<file path="src/rtl/flop_r_pkg.sv">
// Shared datapath types and default widths for the flop_r register.
// The optional load enable is selected with FLOP_R_LOAD_EN.
package flop_r_pkg;

    localparam int FLOP_R_DEFAULT_W = 64;

    typedef logic [63:0] word_t;

endpackage

</file>
<file path="src/rtl/flop_r.sv">
// N-bit D register with synchronous active-high reset (PC and pipeline registers).
// Define FLOP_R_LOAD_EN to add the en port; otherwise d loads on every non-reset edge.
module flop_r
    import flop_r_pkg::*;
#(
    parameter int           N         = FLOP_R_DEFAULT_W,
    parameter logic [N-1:0] RESET_VAL = '0
) (
    input  logic         clk,
    input  logic         reset,
`ifdef FLOP_R_LOAD_EN
    input  logic         en,
`endif
    input  logic [N-1:0] d,
    output logic [N-1:0] q
);

    // Reset outranks the load enable when it is compiled in.
    always_ff @(posedge clk) begin
        if (reset) begin
            q <= RESET_VAL;
`ifdef FLOP_R_LOAD_EN
        end else if (en) begin
            q <= d;
`else
        end else begin
            q <= d;
`endif
        end
    end

endmodule

</file>
<file path="config.mk">
export PLATFORM = sky130hd
export DESIGN_NAME = flop_r
export DESIGN_NICKNAME = d
export VERILOG_FILES = /design/src/rtl/flop_r_pkg.sv /design/src/rtl/flop_r.sv
export SDC_FILE = /design/constraint.sdc
export NUM_CORES = 1
export LEC_CHECK = 0
export BUFFER_PORTS_ARGS = -buffer_cell sky130_fd_sc_hd__clkbuf_2
export CAP_MARGIN = 0
export CORE_MARGIN = 4
export CORE_UTILIZATION = 42
export CTS_BUF_LIST = sky130_fd_sc_hd__clkbuf_4 sky130_fd_sc_hd__clkbuf_8
export DETAILED_ROUTE_END_ITERATION = 7
export PLACE_DENSITY = 0.81
export SLEW_MARGIN = 20
export SYNTH_ARGS = -nofsm -noshare
export SYNTH_HDL_FRONTEND = slang
export SYNTH_SLANG_ARGS = --single-unit
</file>
<file path="constraint.sdc">
create_clock -name clk -period 0.8 [get_ports clk]
set_input_delay 0.04 -clock clk [delete_from_list [all_inputs] [get_ports clk]]
set_output_delay 0.04 -clock clk [all_outputs]
set_load 0.01 [all_outputs]
</file>
==> results of run 1 <==
==> kinds of logic after synthesis <==
group,after synthesis,synth area share [%]
and+or+nand+nor,64,28.70
DFF,64,66.80
buffers and inverters,7,4.501
==> cell type report <==
class / count / share of cell area (%)
well taps: 52 / 1.735
flip-flops and latches: 64 / 35.40
clock inverters: 7 / 2.536
multi-input cells: 64 / 14.68
clock buffers: 9 / 3.303
repair buffers: 196 / 42.34
==> cell usage after synthesis <==
cell / instances / area [sq um]
dfxtp_1: 64 / 1281
nor2b_2: 60 / 525.5
buf_6: 5 / 56.30
nor2b_1: 4 / 25.02
buf_8: 2 / 30.03
==> stage by stage <==
step	cell area, sq um	std cells	worst slack (ns)
after floorplan	1918	135	0.3225
after global routing	3750	392	-0.09885
after detailed placement	2605	312	0.2330
after CTS	3495	392	-0.04515
after global placement	2605	312	0.2481
final	3750	392	-0.06387
==> routing by layer <==
layer	up-vias	wire length, um	GRT usage (%)
li1	804	-	-
met1	800	2207	18.80
met2	90	3808	43.72
met3	28	574	7.784
met4	0	289	10.87
met5	-	0	0
==> final timing paths <==
check / to / slack, ns / depth (start not counted)
worst min-delay path: q[54]$_SDFF_PP0_ / 0.11 / 3
worst max-delay path: q[45] / -0.06 / 1
==> power groups by stage <==
stage / clock, mW / sequential (mW) / combinational [mW]
floorplan: 0 / 3.56 / 0.249
global placement: 0 / 3.47 / 0.665
detailed placement: 0 / 3.47 / 0.679
CTS: 3.07 / 3.41 / 0.939
global route: 3.30 / 3.46 / 1.16
finish: 3.12 / 3.45 / 1.09
==> placed cells by master (no fill, tap or decap), drive strengths merged <==
cell,count
clkbuf,73
buf,68
dlygate4sd3,64
nor2b,64
dfxtp,64
clkinv,3
bufinv,2
inv,1
clkinvlp,1
==> timing repair <==
action,in CTS,in global routing
hold endpoints to repair,64,0
resized for setup,12,126
hold buffers,64,0
endpoints found under the setup margin,64,64
==> metrics.cfg, run 1 <==
[clocking]
cts_sinks=64
cts-root-buf=clkbuf_8
htree_levels=3
cts_buffers=9
clkTransAtPathRegs_ns=0.08
cts_tree=done
cts_setup_buffers=0
clockBufferDepth=2

[sta]
hold_slack_ns=0.1134
rsz0062_at_grt=yes
slew_violations=0
fmax_ghz=1.158
worst_slack_ns=-0.06387
worst_pin_slew_ns=0.1705
period_share_pct=108.0
relSlewSlack_pct=88.64
finalSetupViolations=61
hold_viol=0
min_period_ns=0.8639
timing.setup.tns_ns=-1.072

[power_and_ir_drop]
leakage_nw=1.778
report.power.total_mw=7.661
clockPowerShare_pct=40.7
power_frac_comb_pct=14.2
seq_power_share_pct=45.0
p_sw_mw=1.833
irDropWorstVdd_v=0.001711
powerDensity_mw_per_mm2=2043
p_int_mw=5.828
swShare_pct=23.92

[final_layout]
utilization_pct=85.53
largest_reg_flops=64
fin_nets=401
reg_top3=q (64)
diodes=0
top_register=q
multi_input_area_sq_um=550.5
nFillCells=202
drive_above_1_share_pct=72.06
seq_area_sq_mm=0.001328
syn_to_final_growth_pct=95.50

[die]
io_pins=130
die_x_um=75.58
start_util_pct=43.75
dieHeight_um=75.58
rows=24
core_sq_mm=0.004384
fp.dieArea_sq_mm=0.005712

[routing]
vias=1722
routed_wl_um=6879
dr.first_iter.drc_count=42
viasPerCell=4.393
final_antenna_net_count=0
drt_pass1_iterations=4
wire_per_inst_um=17.55
drc_errors=0

[global_routing]
antenna_found_initial=0
overflow=0
grt_max_degree=25
grt_use_total_pct=21.97
grt_pass1_wl_um=8804
grt_pass1_vias=1854

[synthesis]
synth_seq_cells=64
synth_nets=201
ys_warn_count=0
avgSynthCellArea_sq_um=14.21
ys_seq_area_share_pct=66.80
syn_area_sq_mm=0.001918
ys_types=5
syn_inst=135

[critical_path]
cp-startpoint=q[45]$_SDFF_PP0_
cpLargestDelayFamily=flip-flops
worst-path-max-fanout=1
crit_type=reg2out
end_kind=primary output
critical_path_required_ns=0.76
cp_cell_sequence=buf_2
slowest_delay_ns=0.33
path_buf_inv=1
cp_slowest_cell=dfxtp_1
critPathLaunchType=flop
arrival_ns=0.82

[placement]
dp_hpwl_um=3198
gp_congestion=0.7439
placement.io_buffers=129

[outcome]
violations=setup timing
status=finished, violations left

[worst_hold_path]
hold_class=in2reg
min_from=reset

[job]
cap_viol_max_count=0

Power figures use the tool's default switching activity.
==> run 2: changes to the inputs <==
CORE_UTILIZATION = 45   (was 42)
PLACE_DENSITY = 0.86   (was 0.81)
clock period = 1.1 ns   (was 0.8 ns; I/O delays follow)
==> metrics.cfg, run 2 (synthesis gave the netlist of run 1 again) <==
[placement]
placement.io_buffers=129  ; unchanged
gp_congestion=0.7261  ; was 0.7439
dp_hpwl_um=3296  ; was 3198 um

[sta]
worst_pin_slew_ns=0.2402  ; was 0.1705 ns
relSlewSlack_pct=83.99  ; was 88.64%
min_period_ns=0.8982
slew_violations=0  ; unchanged
rsz0062_at_grt=no  ; was yes
timing.setup.tns_ns=0  ; was -1.072 ns
hold_viol=0  ; unchanged
period_share_pct=81.66
fmax_ghz=1.113
finalSetupViolations=0  ; was 61

[worst_hold_path]
hold_path_depth=3  ; unchanged
hold_class=in2reg  ; unchanged

[power_and_ir_drop]
powerDensity_mw_per_mm2=1686  ; was 2043 mW/mm^2
report.power.total_mw=5.889  ; was 7.661 mW
irDropWorstVdd_v=0.001241  ; was 0.001711 V
leakage_nw=1.710  ; was 1.778 nW

[routing]
drt_pass1_iterations=5  ; was 4
dr.first_iter.drc_count=53  ; was 42
drc_errors=0  ; unchanged
routed_wl_um=6973  ; was 6879 um
final_antenna_net_count=0  ; unchanged
viasPerCell=4.433  ; was 4.393
vias=1729  ; was 1,722
wire_per_inst_um=17.88  ; was 17.55 um

[final_layout]
reg_top3=q (64)  ; unchanged
syn_to_final_growth_pct=82.13  ; was 95.50%
layout_common_cells=128 x clkbuf_2, 64 x dlygate4sd3_1, 64 x dfxtp_1, 60 x nor2b_2, 10 x clkbuf_8  ; was 64 x dlygate4sd3_1, 64 x clkbuf_2, 60 x nor2b_2, 37 x dfxtp_2, 35 x buf_6
top_register=q  ; unchanged
fin_nets=400  ; was 401
drive_above_1_share_pct=61.06  ; was 72.06%
largest_reg_flops=64  ; unchanged
layout_commonest_cell=clkbuf_2

[die]
core_sq_mm=0.004058  ; was 0.004384 sq mm
start_util_pct=47.27  ; was 43.75%
die_x_um=73.29  ; was 75.58 um
fp.dieArea_sq_mm=0.005371  ; was 0.005712 sq mm
io_pins=130  ; unchanged
rows=23  ; was 24
dieHeight_um=73.29  ; was 75.58 um

[clocking]
clockBufferDepth=2  ; unchanged
cts-root-buf=clkbuf_8  ; unchanged
htree_levels=3  ; unchanged
cts_sinks=64  ; unchanged
cts_setup_buffers=0  ; unchanged
cts_tree=done  ; unchanged
cts_buffers=9  ; unchanged
clkTransAtPathRegs_ns=0.07  ; was 0.08 ns

[global_routing]
grt_use_total_pct=27.82  ; was 21.97%
overflow=0  ; unchanged
busiest_layer=met2  ; unchanged
grt_max_degree=36  ; was 25
met2_usage_pct=50.05  ; was 43.72%
grt_pass1_wl_um=10470  ; was 8804 um
grt_pass1_vias=2016  ; was 1,854
gr-usage-met3_pct=14.09  ; was 7.784%
grt.met1_usage_pct=24.70  ; was 18.80%
antenna_found_initial=1  ; was 0

[critical_path]
crit_type=reg2out  ; unchanged
critPathLaunchType=flop  ; unchanged
worst-path-max-fanout=1  ; unchanged
critical_path_required_ns=1.04  ; was 0.76 ns
cpLargestDelayFamily=flip-flops  ; unchanged
end_kind=primary output  ; unchanged
path_buf_inv=1  ; unchanged
slowest_delay_ns=0.35  ; was 0.33 ns
path_depth=1  ; unchanged
cp_cell_sequence=clkbuf_2  ; was buf_2
cp_slowest_cell=dfxtp_1  ; unchanged
arrival_ns=0.84  ; was 0.82 ns

[outcome]
status=finished, final reports clean  ; was finished, violations left

[job]
cap_viol_max_count=0  ; unchanged

-- run 2: stage by stage --
| stage | utilization, % | setup WS, ns | hold WS (ns) | instance area, sq um | std cells |
|---|---|---|---|---|---|
| after CTS | 86.03 | 0.2257 | 0.1295 | 3491 | 389 |
| after global placement | 63.64 | 0.5062 | 0.2627 | 2582 | 309 |
| final | 86.09 | 0.2018 | 0.1444 | 3493 | 390 |
| after floorplan | - | 0.6075 | 0.1832 | 1918 | 135 |
| after detailed placement | 63.64 | 0.4891 | 0.2654 | 2582 | 309 |
| after global routing | 86.09 | 0.1470 | 0.1407 | 3493 | 390 |
-- run 2: area by class of cell --
type / count / area, sq um
Antenna cell: 1 / 2.502
Clock buffer: 10 / 137.6
Clock inverter: 6 / 130.1
Fill cell: 195 / 564.3
Multi-Input combinational cell: 64 / 550.5
Sequential cell: 64 / 1281
Tap cell: 50 / 62.56
Timing Repair Buffer: 195 / 1329
-- run 2: power by group --
group / leakage (nW) / switching (mW) / internal, mW
clock network: 0.136 / 0.908 / 1.79
registers: 0.533 / 0.0440 / 2.44
logic: 1.04 / 0.293 / 0.413
-- run 2: final timing paths --
path / to / slack [ns] / startpoint
worst max-delay path: q[26] / 0.20 / q[26]$_SDFF_PP0_
worst min-delay path: q[27]$_SDFF_PP0_ / 0.14 / reset
-- run 2: metal layers --
layer  part of all wire (%)  up-vias
li1                       -      802
met4                    4.9        0
met3                    9.3       34
met1                     33      768
met5                      0        -
met2                     53      125
-- run 2: repair_timing --
item	CTS	global route
hold endpoints to repair	64	0
hold buffers	64	0
gates resized for setup	0	0
